File: config.mk
export PLATFORM = sky130hd
export DESIGN_NAME = apb_req_arbiter_flat
export DESIGN_NICKNAME = d
export VERILOG_FILES = /design/src/rtl/apb_req_arbiter_pkg.sv /design/src/rtl/apb_req_arbiter_if.sv /design/src/rtl/apb_req_arbiter_rr.sv /design/src/rtl/apb_req_arbiter.sv /design/src/flat_wrapper.sv
export SDC_FILE = /design/constraint.sdc
export NUM_CORES = 1
export LEC_CHECK = 0
export ABC_AREA = 1
export CAP_MARGIN = 20
export CELL_PAD_IN_SITES_DETAIL_PLACEMENT = 0
export CELL_PAD_IN_SITES_GLOBAL_PLACEMENT = 1
export CORE_ASPECT_RATIO = 1.5
export CORE_MARGIN = 2
export CORE_UTILIZATION = 24
export DETAILED_ROUTE_END_ITERATION = 8
export PLACE_DENSITY_LB_ADDON = 0.1
export REMOVE_ABC_BUFFERS = 1
export SLEW_MARGIN = 20
export SYNTH_ARGS = -nofsm -noshare
export SYNTH_HDL_FRONTEND = slang
export SYNTH_SLANG_ARGS = --single-unit
File: constraint.sdc
create_clock -name pclk -period 1.4 [get_ports pclk]
set_clock_uncertainty 0.15 [all_clocks]
set_input_delay 0.28 -clock pclk [delete_from_list [all_inputs] [get_ports pclk]]
set_output_delay 0.28 -clock pclk [all_outputs]
set_load 0.1 [all_outputs]
File: src/rtl/apb_req_arbiter_pkg.sv
// Shared types for the APB request arbiter: FSM state encoding, default bus
// widths and the latched command record.
// Optional build macro: APB_ARB_TIMEOUT_EN (ACCESS-phase timeout abort).
package apb_arb_pkg;

  // Default APB widths; also the widths of the latched command record
  localparam int DEF_ADDR_W = 32;
  localparam int DEF_DATA_W = 32;

  typedef enum logic [1:0] {
    IDLE   = 2'd0,
    SETUP  = 2'd1,
    ACCESS = 2'd2
  } apb_m_st_t;

  // Command captured from the granted requester at grant time
  typedef struct packed {
    logic                  write;
    logic [DEF_ADDR_W-1:0] addr;
    logic [DEF_DATA_W-1:0] wdata;
  } apb_cmd_t;

endpackage

File: src/rtl/apb_req_arbiter_if.sv
// Bundle of the requester-side handshake and the APB master bus.
// The master modport is the arbiter's view; the slave modport is the view of
// whatever sits around it (requesters plus the APB slave register block).
interface apb_req_arbiter_if
  import apb_arb_pkg::*;
#(
  parameter int NREQ   = 2,
  parameter int ADDR_W = DEF_ADDR_W,
  parameter int DATA_W = DEF_DATA_W
) ();

  // Requester side
  logic [NREQ-1:0]        req_valid;
  logic [NREQ-1:0]        req_write;
  logic [NREQ*ADDR_W-1:0] req_addr;
  logic [NREQ*DATA_W-1:0] req_wdata;
  logic [NREQ-1:0]        req_ready;
  logic [NREQ-1:0]        rsp_valid;
  logic [DATA_W-1:0]      rsp_rdata;
  logic                   rsp_err;

  // APB master port
  logic                   m_psel;
  logic                   m_penable;
  logic                   m_pwrite;
  logic [ADDR_W-1:0]      m_paddr;
  logic [DATA_W-1:0]      m_pwdata;
  logic                   m_pready;
  logic                   m_pslverr;
  logic [DATA_W-1:0]      m_prdata;

  modport master (
    input  req_valid, req_write, req_addr, req_wdata,
    input  m_pready, m_pslverr, m_prdata,
    output req_ready, rsp_valid, rsp_rdata, rsp_err,
    output m_psel, m_penable, m_pwrite, m_paddr, m_pwdata
  );

  modport slave (
    output req_valid, req_write, req_addr, req_wdata,
    output m_pready, m_pslverr, m_prdata,
    input  req_ready, rsp_valid, rsp_rdata, rsp_err,
    input  m_psel, m_penable, m_pwrite, m_paddr, m_pwdata
  );

endinterface

File: src/rtl/apb_req_arbiter_rr.sv
// Combinational round-robin picker. The search starts at ptr_i and wraps
// upward; the first set request bit wins. The pointer register lives in the
// parent so it only advances on an actual grant.
module rr_arbiter #(
  parameter int NREQ = 2
) (
  input  logic [NREQ-1:0]                          req_i,
  input  logic [((NREQ > 1) ? $clog2(NREQ) : 1)-1:0] ptr_i,
  output logic [NREQ-1:0]                          gnt_o,
  output logic [((NREQ > 1) ? $clog2(NREQ) : 1)-1:0] gnt_idx_o
);

  localparam int IDX_W = (NREQ > 1) ? $clog2(NREQ) : 1;
  localparam logic [IDX_W:0] NREQ_X = (IDX_W + 1)'(NREQ);

  logic [IDX_W:0]   sum;
  logic [IDX_W-1:0] idx;
  logic             found;

  // Walk the requesters from the pointer position, wrapping modulo NREQ
  always_comb begin
    gnt_o     = '0;
    gnt_idx_o = '0;
    found     = 1'b0;
    sum       = '0;
    idx       = '0;
    for (int k = 0; k < NREQ; k++) begin
      sum = {1'b0, ptr_i} + (IDX_W + 1)'(k);
      if (sum >= NREQ_X) begin
        sum = sum - NREQ_X;
      end
      idx = sum[IDX_W-1:0];
      if (!found && req_i[idx]) begin
        found      = 1'b1;
        gnt_o[idx] = 1'b1;
        gnt_idx_o  = idx;
      end
    end
  end

endmodule

File: src/rtl/apb_req_arbiter.sv
// Shares one APB slave between NREQ local requesters. A round-robin grant is
// taken in IDLE, the winner's command is latched, and a full SETUP/ACCESS
// transfer is run; the completion (read data, error) is returned to the
// granted requester one cycle after the slave's pready is sampled.
// Optional build macro: APB_ARB_TIMEOUT_EN aborts a transfer whose pready
// has not arrived after TIMEOUT ACCESS cycles. Without it ACCESS waits
// for pready indefinitely.
module apb_req_arbiter
  import apb_arb_pkg::*;
#(
  parameter int NREQ    = 2,
  parameter int ADDR_W  = DEF_ADDR_W,
  parameter int DATA_W  = DEF_DATA_W,
  parameter int TIMEOUT = 16
) (
  input  logic               pclk,
  input  logic               presetn,
  apb_req_arbiter_if.master  bus
);

  localparam int               IDX_W    = (NREQ > 1) ? $clog2(NREQ) : 1;
  localparam logic [IDX_W-1:0] LAST_IDX = IDX_W'(NREQ - 1);

  // Reject configurations the latched command record or pointer cannot hold
  if (NREQ < 2 || NREQ > 8 || TIMEOUT < 1 ||
      ADDR_W > DEF_ADDR_W || DATA_W > DEF_DATA_W) begin : g_cfg_err
    $error("apb_req_arbiter: unsupported parameter set");
  end

  apb_m_st_t         state_q, state_d;
  logic [IDX_W-1:0]  ptr_q, ptr_d;
  logic [IDX_W-1:0]  gidx_q, gidx_d;
  apb_cmd_t          cmd_q, cmd_d;
  logic [NREQ-1:0]   req_ready_q, req_ready_d;
  logic [NREQ-1:0]   rsp_valid_q, rsp_valid_d;
  logic [DATA_W-1:0] rsp_rdata_q, rsp_rdata_d;
  logic              rsp_err_q, rsp_err_d;

  logic [NREQ-1:0]   gnt;
  logic [IDX_W-1:0]  gnt_idx;

`ifdef APB_ARB_TIMEOUT_EN
  localparam int              CNT_W     = $clog2(TIMEOUT + 1);
  localparam logic [CNT_W-1:0] CNT_LAST = CNT_W'(TIMEOUT - 1);
  logic [CNT_W-1:0] cnt_q, cnt_d;
`endif

  rr_arbiter #(
    .NREQ (NREQ)
  ) u_rr (
    .req_i     (bus.req_valid),
    .ptr_i     (ptr_q),
    .gnt_o     (gnt),
    .gnt_idx_o (gnt_idx)
  );

  // State, pointer, latched command and response registers
  always_ff @(posedge pclk or negedge presetn) begin
    if (!presetn) begin
      state_q     <= IDLE;
      ptr_q       <= '0;
      gidx_q      <= '0;
      cmd_q       <= '0;
      req_ready_q <= '0;
      rsp_valid_q <= '0;
      rsp_rdata_q <= '0;
      rsp_err_q   <= 1'b0;
`ifdef APB_ARB_TIMEOUT_EN
      cnt_q       <= '0;
`endif
    end else begin
      state_q     <= state_d;
      ptr_q       <= ptr_d;
      gidx_q      <= gidx_d;
      cmd_q       <= cmd_d;
      req_ready_q <= req_ready_d;
      rsp_valid_q <= rsp_valid_d;
      rsp_rdata_q <= rsp_rdata_d;
      rsp_err_q   <= rsp_err_d;
`ifdef APB_ARB_TIMEOUT_EN
      cnt_q       <= cnt_d;
`endif
    end
  end

  // Next-state logic: grant in IDLE, one SETUP cycle, wait in ACCESS
  always_comb begin
    state_d     = state_q;
    ptr_d       = ptr_q;
    gidx_d      = gidx_q;
    cmd_d       = cmd_q;
    req_ready_d = '0;
    rsp_valid_d = '0;
    rsp_rdata_d = rsp_rdata_q;
    rsp_err_d   = rsp_err_q;
`ifdef APB_ARB_TIMEOUT_EN
    cnt_d       = cnt_q;
`endif
    unique case (state_q)
      IDLE: begin
        if (|bus.req_valid) begin
          gidx_d      = gnt_idx;
          cmd_d.write = bus.req_write[gnt_idx];
          cmd_d.addr  = DEF_ADDR_W'(bus.req_addr[int'(gnt_idx)*ADDR_W +: ADDR_W]);
          cmd_d.wdata = DEF_DATA_W'(bus.req_wdata[int'(gnt_idx)*DATA_W +: DATA_W]);
          req_ready_d = gnt;
          ptr_d       = (gnt_idx == LAST_IDX) ? '0 : gnt_idx + 1'b1;
          state_d     = SETUP;
        end
      end
      SETUP: begin
        state_d = ACCESS;
`ifdef APB_ARB_TIMEOUT_EN
        cnt_d   = '0;
`endif
      end
      ACCESS: begin
        if (bus.m_pready) begin
          rsp_valid_d[gidx_q] = 1'b1;
          rsp_rdata_d         = cmd_q.write ? '0 : bus.m_prdata;
          rsp_err_d           = bus.m_pslverr;
          state_d             = IDLE;
        end
`ifdef APB_ARB_TIMEOUT_EN
        else if (cnt_q == CNT_LAST) begin
          rsp_valid_d[gidx_q] = 1'b1;
          rsp_rdata_d         = '0;
          rsp_err_d           = 1'b1;
          state_d             = IDLE;
        end else begin
          cnt_d = cnt_q + 1'b1;
        end
`endif
      end
      default: begin
        state_d = IDLE;
      end
    endcase
  end

  assign bus.m_psel    = (state_q != IDLE);
  assign bus.m_penable = (state_q == ACCESS);
  assign bus.m_pwrite  = cmd_q.write;
  assign bus.m_paddr   = cmd_q.addr[ADDR_W-1:0];
  assign bus.m_pwdata  = cmd_q.wdata[DATA_W-1:0];
  assign bus.req_ready = req_ready_q;
  assign bus.rsp_valid = rsp_valid_q;
  assign bus.rsp_rdata = rsp_rdata_q;
  assign bus.rsp_err   = rsp_err_q;

endmodule

File: src/flat_wrapper.sv
// flat-port wrapper written by rule: the top's interface ports become plain ports
module apb_req_arbiter_flat import apb_arb_pkg::*;
#(
  parameter int NREQ    = 2,
  parameter int ADDR_W  = DEF_ADDR_W,
  parameter int DATA_W  = DEF_DATA_W,
  parameter int TIMEOUT = 16
)
  (pclk, presetn, bus_req_valid, bus_req_write, bus_req_addr, bus_req_wdata, bus_m_pready, bus_m_pslverr, bus_m_prdata, bus_req_ready, bus_rsp_valid, bus_rsp_rdata, bus_rsp_err, bus_m_psel, bus_m_penable, bus_m_pwrite, bus_m_paddr, bus_m_pwdata);
  apb_req_arbiter_if #(.NREQ(NREQ), .ADDR_W(ADDR_W), .DATA_W(DATA_W)) bus_i ();
  input  logic pclk;
  input  logic presetn;
  input wire logic [$bits(bus_i.req_valid)-1:0] bus_req_valid;
  input wire logic [$bits(bus_i.req_write)-1:0] bus_req_write;
  input wire logic [$bits(bus_i.req_addr)-1:0] bus_req_addr;
  input wire logic [$bits(bus_i.req_wdata)-1:0] bus_req_wdata;
  input wire logic [$bits(bus_i.m_pready)-1:0] bus_m_pready;
  input wire logic [$bits(bus_i.m_pslverr)-1:0] bus_m_pslverr;
  input wire logic [$bits(bus_i.m_prdata)-1:0] bus_m_prdata;
  output wire logic [$bits(bus_i.req_ready)-1:0] bus_req_ready;
  output wire logic [$bits(bus_i.rsp_valid)-1:0] bus_rsp_valid;
  output wire logic [$bits(bus_i.rsp_rdata)-1:0] bus_rsp_rdata;
  output wire logic [$bits(bus_i.rsp_err)-1:0] bus_rsp_err;
  output wire logic [$bits(bus_i.m_psel)-1:0] bus_m_psel;
  output wire logic [$bits(bus_i.m_penable)-1:0] bus_m_penable;
  output wire logic [$bits(bus_i.m_pwrite)-1:0] bus_m_pwrite;
  output wire logic [$bits(bus_i.m_paddr)-1:0] bus_m_paddr;
  output wire logic [$bits(bus_i.m_pwdata)-1:0] bus_m_pwdata;
  assign bus_i.req_valid = bus_req_valid;
  assign bus_i.req_write = bus_req_write;
  assign bus_i.req_addr = bus_req_addr;
  assign bus_i.req_wdata = bus_req_wdata;
  assign bus_i.m_pready = bus_m_pready;
  assign bus_i.m_pslverr = bus_m_pslverr;
  assign bus_i.m_prdata = bus_m_prdata;
  assign bus_req_ready = bus_i.req_ready;
  assign bus_rsp_valid = bus_i.rsp_valid;
  assign bus_rsp_rdata = bus_i.rsp_rdata;
  assign bus_rsp_err = bus_i.rsp_err;
  assign bus_m_psel = bus_i.m_psel;
  assign bus_m_penable = bus_i.m_penable;
  assign bus_m_pwrite = bus_i.m_pwrite;
  assign bus_m_paddr = bus_i.m_paddr;
  assign bus_m_pwdata = bus_i.m_pwdata;
  apb_req_arbiter #(.NREQ(NREQ), .ADDR_W(ADDR_W), .DATA_W(DATA_W), .TIMEOUT(TIMEOUT)) u_core (.pclk(pclk), .presetn(presetn), .bus(bus_i));
endmodule
==> results of run 1 <==
state kept, by name, summed over array words and instances, names as in the netlist:
name                  count
u_core.bus.m_pwdata      32
u_core.bus.rsp_valid      2
u_core.bus.m_paddr       32
u_core.bus.req_ready      2
u_core.ptr_q              1
u_core.bus.rsp_rdata     32
u_core.gidx_q             1
u_core.bus.rsp_err        1
u_core.bus.m_pwrite       1
u_core.state_q            2
through the flow:
step,util,cell area (µm²)
after detailed placement,0.451,9170
after global routing,0.489,9940
final,0.489,9940
after CTS,0.475,9650
after global placement,0.451,9170
after floorplan,-,4700
worst reg2reg max path, stage by stage (launching register included):
cell	delay [ns]
dfrtp_2	0.44
buf_4	0.15
nor2_4	0.14
o21ai_4	0.15
buf_6	0.16
buf_16	0.13
nand2_1	0.05
nand2_1	0.05
layout by cell type, fill, tap and decap left out, types with 2 or more instances in the layout:
master	Yosys	routed
nand2_1	180	176
clkdlybuf4s50_1	0	164
nand3_1	131	129
buf_12	0	118
dfrtp_1	106	105
inv_1	49	49
nand4_1	43	43
buf_4	5	36
o21ai_1	25	28
clkbuf_16	0	13
buf_6	5	8
nor2_1	7	7
nand2_2	2	5
o21ai_2	6	5
clkinv_4	0	3
buf_16	0	3
nor2_4	1	2
nand3_2	0	2
inv_8	0	2
metal layers:
layer | wire (µm) | part of all wire | vias to the layer above | GRT usage
met1 | 7710 | 0.38 | 2554 | 0.204
li1 | - | - | 2601 | -
met5 | 0 | 0 | - | 0
met2 | 10900 | 0.54 | 187 | 0.327
met4 | 347 | 0.017 | 0 | 0.0579
met3 | 1210 | 0.060 | 16 | 0.0405
worst max-delay path by stage:
stage	from	end	slack, ns
after global routing	u_core.state_q[0]$_DFFE_PN0P_	bus_m_penable	-0.23
after CTS	u_core.state_q[1]$_DFFE_PN0P_	bus_m_penable	-0.18
after detailed placement	bus_req_valid[1]	u_core.bus.m_pwdata[29]$_DFFE_PN0P_	-0.42
final	u_core.state_q[0]$_DFFE_PN0P_	bus_m_penable	-0.17
after floorplan	u_core.state_q[0]$_DFFE_PN0P_	u_core.bus.rsp_rdata[4]$_DFFE_PN0P_	-1.78
after global placement	bus_req_valid[1]	u_core.bus.m_pwdata[28]$_DFFE_PN0P_	-0.36
logic make-up after synthesis:
logic type | synth area share
and+or+nand+nor | 0.335
DFF | 0.534
buffers and inverters | 0.0917
AOI/OAI and AO/OA | 0.0398
final cells by class:
type                    count  area share
repair buffers            337       0.461
inverters                  50      0.0189
clock inverters             6     0.00579
well taps                 264      0.0332
multi-input cells         401       0.191
flip-flops and latches    106       0.267
diodes                      1    0.000252
clock buffers              10      0.0230
timing repair:
item,in CTS,in global routing
hold buffers,1,0
setup buffers,10,22
endpoints found under the setup margin,63,173
gates resized for setup,14,10
endpoints found under the hold margin,106,0
cloned,3,5
pin swaps,4,2
==> summary.txt, run 1 <==
Worst setup path
  – Crit end category: primary output
  – Delay-heaviest family, CP: flip-flops
  – CP Data Arrival Time: between 1 and 1.5 ns
  – Slowest library cell on the worst path: dfrtp_2
  – Critical path class: reg -> out
  – R2R Setup Slk: -0.14 ns
  – CP bufs+invs: 1
  – Path depth of the worst reg2reg path: 7
  – CP cell instances: nor2_4, buf_12
  – Stages on worst setup path: 2
  – Slowest stage delay, CP: between 0.4 and 0.5 ns
  – Required time worst endpoint: 0.97 ns
  – Origin of the critical flop-to-flop path: u_core.state_q[0]$_DFFE_PN0P_
  – CP max FO: 3
  – FF-to-FF End: u_core.bus.m_pwdata[23]$_DFFE_PN0P_
  – Startpoint types: flop

Route
  – Final wirelength: between 20 and 25 mm
  – Pre-antenna DRT Iters: 6
  – Routed Antenna Nets: 0
  – Wirelength per Cell: around 17 µm
  – Initial DRC Count: approximately 230
  – DR DRC count: 0
  – Vias per cell: 4.56
  – Vias: ~5400

Placed design
  – DP Cell Count: approximately 1100
  – HPWL after DPL: 14.3 mm
  – IO Port Bufs: 271
  – Post-Place Worst Slack: -0.420 ns
  – GPL Wtd Cong: 0.773

STA
  – Fmax: 637 MHz
  – Fin crit period: 1.57 ns
  – Final setup viols: 74
  – Slew headroom: 0.739
  – Period utilisation layout: 1.12
  – Worst slew pin tran: 0.390 ns
  – Final WS setup: -0.170 ns
  – Final TNS setup: -7.09 ns
  – Hold slack: about 0.17 ns
  – Fin. max-slew vios: 0
  – RSZ-0062 raised after global routing: yes
  – Final Hold Violating Endpoints: 0

Floorplanning
  – Die Wd: ~120 µm
  – Row count: 64
  – I/O pins: ~270
  – Die Area: roughly 22000 µm²
  – Initial Utilization: 0.244
  – Chip height: between 150 and 200 µm
  – Core Region: 20300 µm²

Global route
  – Initial antenna violation count: 1
  – Largest net degree at the start of global routing: 53
  – GRT Resource Usage Total: 0.179
  – Vias in the first global route: between 5000 and 6000
  – Overflow after GRT: 0
  – First-pass GRT wire length: 30.4 mm

Synthesis
  – Synth Area per Inst: 8.20 µm²
  – Most area-consuming cells after synthesis: dfrtp_1 (53%), nand2_1 (14%), nand3_1 (13%), nand4_1 (5.4%), inv_1 (3.7%)
  – Register area share after synthesis: 0.534
  – Yosys reg bits: 106
  – Primary FF master, synth: dfrtp_1
  – Post-synth EDFFs: 0
  – Ys Warns: 0
  – Synthesized area: 4970 µm²
  – Unique cell type count in the Yosys netlist: 18
  – Yosys top cell by area: dfrtp_1
  – Asr flop ratio synth: 1.00
  – Top-count cell post-synth: nand2_1
  – Synth top cells by count: nand2_1 (180), nand3_1 (131), dfrtp_1 (106)
  – Share of the synthesized area in the top cell type: 0.534
  – Cell count after synthesis: 606

Clock network
  – Clk_lat worst skew: 0.35 ns
  – CTS H-tree depth: 3
  – Root Driver: clkbuf_16
  – TritonCTS buffer count: 9
  – Max Root-Sink Buffers: 2
  – CTS tree: yes
  – Clock sink total: 106
  – Clk slew on worst S/H paths: 0.08 ns

Cells and area
  – Register area: 2650 µm²
  – Layout cell share with drive strength beyond 1: 0.225
  – Final nets: 1073
  – Area of the multi-input gates: 1900 µm²
  – Fillcell total: 1958
  – Post-route non-filler standard cell count: 1175
  – Layout Area Growth over Synthesis: 100%

Job
  – # Max-Cap Violations: 0

Outcome
  – Failing checks: negative setup slack
  – Status: finished, violations left

Worst hold path
  – HP Class: in -> async
Power of run 1 is left out: the tool's default activity adds up to more than one toggle a clock period on the data nets, which glitch-free logic cannot reach.
==> inputs of run 2 (changes only) <==
--- a/config.mk
+++ b/config.mk
@@ -13,7 +13,8 @@
 export CORE_MARGIN = 2
 export CORE_UTILIZATION = 24
 export DETAILED_ROUTE_END_ITERATION = 8
-export PLACE_DENSITY_LB_ADDON = 0.1
+export GPL_TIMING_DRIVEN = 0
+export PLACE_DENSITY = 0.84
 export REMOVE_ABC_BUFFERS = 1
 export SLEW_MARGIN = 20
 export SYNTH_ARGS = -nofsm -noshare
==> constraint.sdc (replaced) <==
create_clock -name pclk -period 1.35 [get_ports pclk]
set_clock_uncertainty 0.15 [all_clocks]
set_input_delay 0.27 -clock pclk [delete_from_list [all_inputs] [get_ports pclk]]
set_output_delay 0.27 -clock pclk [all_outputs]
set_load 0.1 [all_outputs]
==> run 2 against run 1 <==
Effect of this change: the flow still finishes with violations (negative setup slack); worst hold slack worse by 0.037 ns; global-route usage increased by 1.4 points; final area rose by 15%; critical path type unchanged.
==> summary.txt, run 2 (synthesis gave the netlist of run 1 again) <==
Worst setup path
  – CP cell instances: nor2_4, buf_12
  – Delay-heaviest family, CP: flip-flops
  – Slowest stage delay, CP: 0.46 ns (+0.02 ns)
  – CP max FO: 4 (+1)
  – CP Data Arrival Time: 1.14 ns (about the same)
  – R2R Setup Slk: -0.20 ns (-0.06 ns)
  – Critical path class: reg -> out
  – Stages on worst setup path: 2 (unchanged)
  – Worst Setup SP: u_core.state_q[0]$_DFFE_PN0P_
  – CP bufs+invs: 1 (unchanged)
  – Path depth of the worst reg2reg path: 8 (+1)
  – Startpoint types: flop
  – Crit end category: primary output
  – FF-to-FF End: u_core.bus.m_pwdata[18]$_DFFE_PN0P_
  – Slowest library cell on the worst path: dfrtp_2
  – CP endpoint: bus_m_penable
  – Required time worst endpoint: 0.93 ns (-0.04 ns)
  – Origin of the critical flop-to-flop path: u_core.state_q[1]$_DFFE_PN0P_

Floorplanning
  – Initial Utilization: 0.244 (unchanged)
  – I/O pins: 272 (unchanged)
  – Die Area: 21900 µm² (unchanged)
  – Core Region: 20300 µm² (unchanged)
  – Chip height: 180 µm (unchanged)
  – Die Wd: 121 µm (unchanged)
  – Row count: 64 (unchanged)

STA
  – Worst slew pin tran: 0.896 ns (+0.506 ns)
  – Final WS setup: -0.210 ns (-0.0402 ns)
  – Fin. max-slew vios: 0 (unchanged)
  – Final setup viols: 200 (+170%)
  – Final TNS setup: -16.11 ns (-9.02 ns)
  – Final Hold Violating Endpoints: 0 (unchanged)
  – Fmax: 641 MHz
  – RSZ-0062 raised after global routing: yes
  – Fin crit period: 1.56 ns
  – Period utilisation layout: 1.16
  – Slew headroom: 0.403 (-0.336)

Global route
  – Vias in the first global route: 5741 (+3.6%)
  – Top Usage Layer GRT: met2
  – Met1 usage: 0.225 (+0.0213)
  – GRT met3 Usage: 0.0361 (-0.00443)
  – Largest net degree at the start of global routing: 62 (+17%)
  – Met2 usage: 0.342 (+0.0148)
  – Initial antenna violation count: 0 (-1)
  – GRT Resource Usage Total: 0.193 (+0.0137)
  – Overflow after GRT: 0 (unchanged)
  – First-pass GRT wire length: 32.5 mm (+6.6%)

Clock network
  – Clk slew on worst S/H paths: 0.08 ns (about the same)
  – Clock sink total: 106 (unchanged)
  – Root Driver: clkbuf_16
  – CTS H-tree depth: 3 (unchanged)
  – TritonCTS buffer count: 9 (unchanged)
  – Max Root-Sink Buffers: 2 (unchanged)
  – Clk_lat worst skew: 0.34 ns (about the same)
  – CTS tree: yes

Cells and area
  – Post-route non-filler standard cell count: 1231 (+4.8%)
  – Commonest non-fill, non-tap cell in the layout: clkdlybuf4s50_1
  – Final nets: 1130 (+5.3%)
  – Layout Area Growth over Synthesis: 130%
  – Diode count: 0 (-1)
  – Layout cell share with drive strength beyond 1: 0.412 (+0.186)
  – Commonest non-fill, non-tap cells in the layout: clkdlybuf4s50_1 (163), buf_12 (111), nand3_1 (110)

Job
  – # Max-Cap Violations: 0 (unchanged)

Route
  – Pre-antenna DRT Iters: 4 (-2)
  – Vias: 5939 (+11%)
  – Final wirelength: 24.6 mm (+22%)
  – Routed Antenna Nets: 0 (unchanged)
  – Vias per cell: 4.82 (+5.8%)
  – Wirelength per Cell: 20.0 µm (+16%)
  – Initial DRC Count: 311 (+38%)
  – DR DRC count: 0 (unchanged)

Worst hold path
  – HP Class: in -> reg

Placed design
  – IO Port Bufs: 271 (unchanged)
  – HPWL after DPL: 12.0 mm (-16%)
  – DP Cell Count: 1100 (-1.6%)
  – GPL Wtd Cong: 0.771 (-0.27%)

Outcome
  – Failing checks: negative setup slack
  – Status: finished, violations left
[run 2: cell count changes in the layout (fill, tap and decap cells not counted), moves of 14 or more]
cell	before	now
nand2_1	176	102
nand2_2	5	44
nand2_4	1	37
buf_4	36	63
dfrtp_1	105	85
dfrtp_2	1	21
nand3_1	129	110
nand3_2	2	21
o21ai_1	28	14
o21ai_2	5	19
[run 2: what timing repair did]
| item | CTS | global route |
|---|---|---|
| setup endpoints to repair | 210 | 214 |
| gates cloned | 18 | 16 |
| pin swaps | 31 | 32 |
| hold endpoints to repair | 45 | 0 |
| resized for setup | 999 | 165 |
| buffers inserted | 39 | 43 |
| hold buffers | 1 | 0 |
[run 2: worst min path at each step]
stage | to | from | slack, ns | depth (start not counted)
6_report | u_core.bus.m_paddr[29]$_DFFE_PN0P_ | bus_req_valid[0] | 0.14 | 3
5_1_grt | u_core.bus.m_paddr[1]$_DFFE_PN0P_ | bus_req_valid[0] | 0.15 | 3
2_1_floorplan | u_core.bus.m_paddr[0]$_DFFE_PN0P_ | presetn | -0.18 | 0
3_5_place_dp | u_core.bus.req_ready[0]$_DFF_PN0_ | presetn | 0.09 | 1
3_3_place_gp | u_core.bus.rsp_valid[0]$_DFF_PN0_ | u_core.gidx_q$_DFFE_PN0P_ | 0.26 | 1
4_1_cts | u_core.bus.m_paddr[1]$_DFFE_PN0P_ | bus_req_valid[0] | 0.18 | 3
[run 2: stage by stage]
| stage | area (µm²) | utilization | hold WS (ns) | worst slack, ns |
|---|---|---|---|---|
| detailed placement | 7950 | 0.391 | 0.0922 | -1.34 |
| finish | 11400 | 0.562 | 0.137 | -0.210 |
| CTS | 10300 | 0.506 | 0.177 | -0.232 |
| global route | 11400 | 0.562 | 0.150 | -0.253 |
| global placement | 7740 | 0.381 | 0.258 | -4.62 |
| floorplan | 4700 | - | -0.176 | -1.83 |
[run 2: layer usage]
| layer | up-vias | part of all wire | wire (µm) |
|---|---|---|---|
| li1 | 2747 | - | - |
| met1 | 2903 | 0.37 | 9020 |
| met2 | 236 | 0.54 | 13200 |
| met3 | 53 | 0.053 | 1310 |
| met4 | 0 | 0.043 | 1050 |
| met5 | - | 0 | 0 |
[run 2: worst min-delay path, delay by kind of cell]
family / cells / cell delay (ns)
and+or+nand+nor: 2 / 0.17
buffers and inverters: 1 / 0.16
[run 2: final cells by class]
cell class	count	area (µm²)
flip-flops and latches	106	2680
clock inverters	7	123
repair buffers	378	5150
clock buffers	9	225
multi-input cells	416	2720
repair inverters	1	7.51
fillers	1720	8910
inverters	50	198
well taps	264	330
Power of run 2 is left out for the same reason.
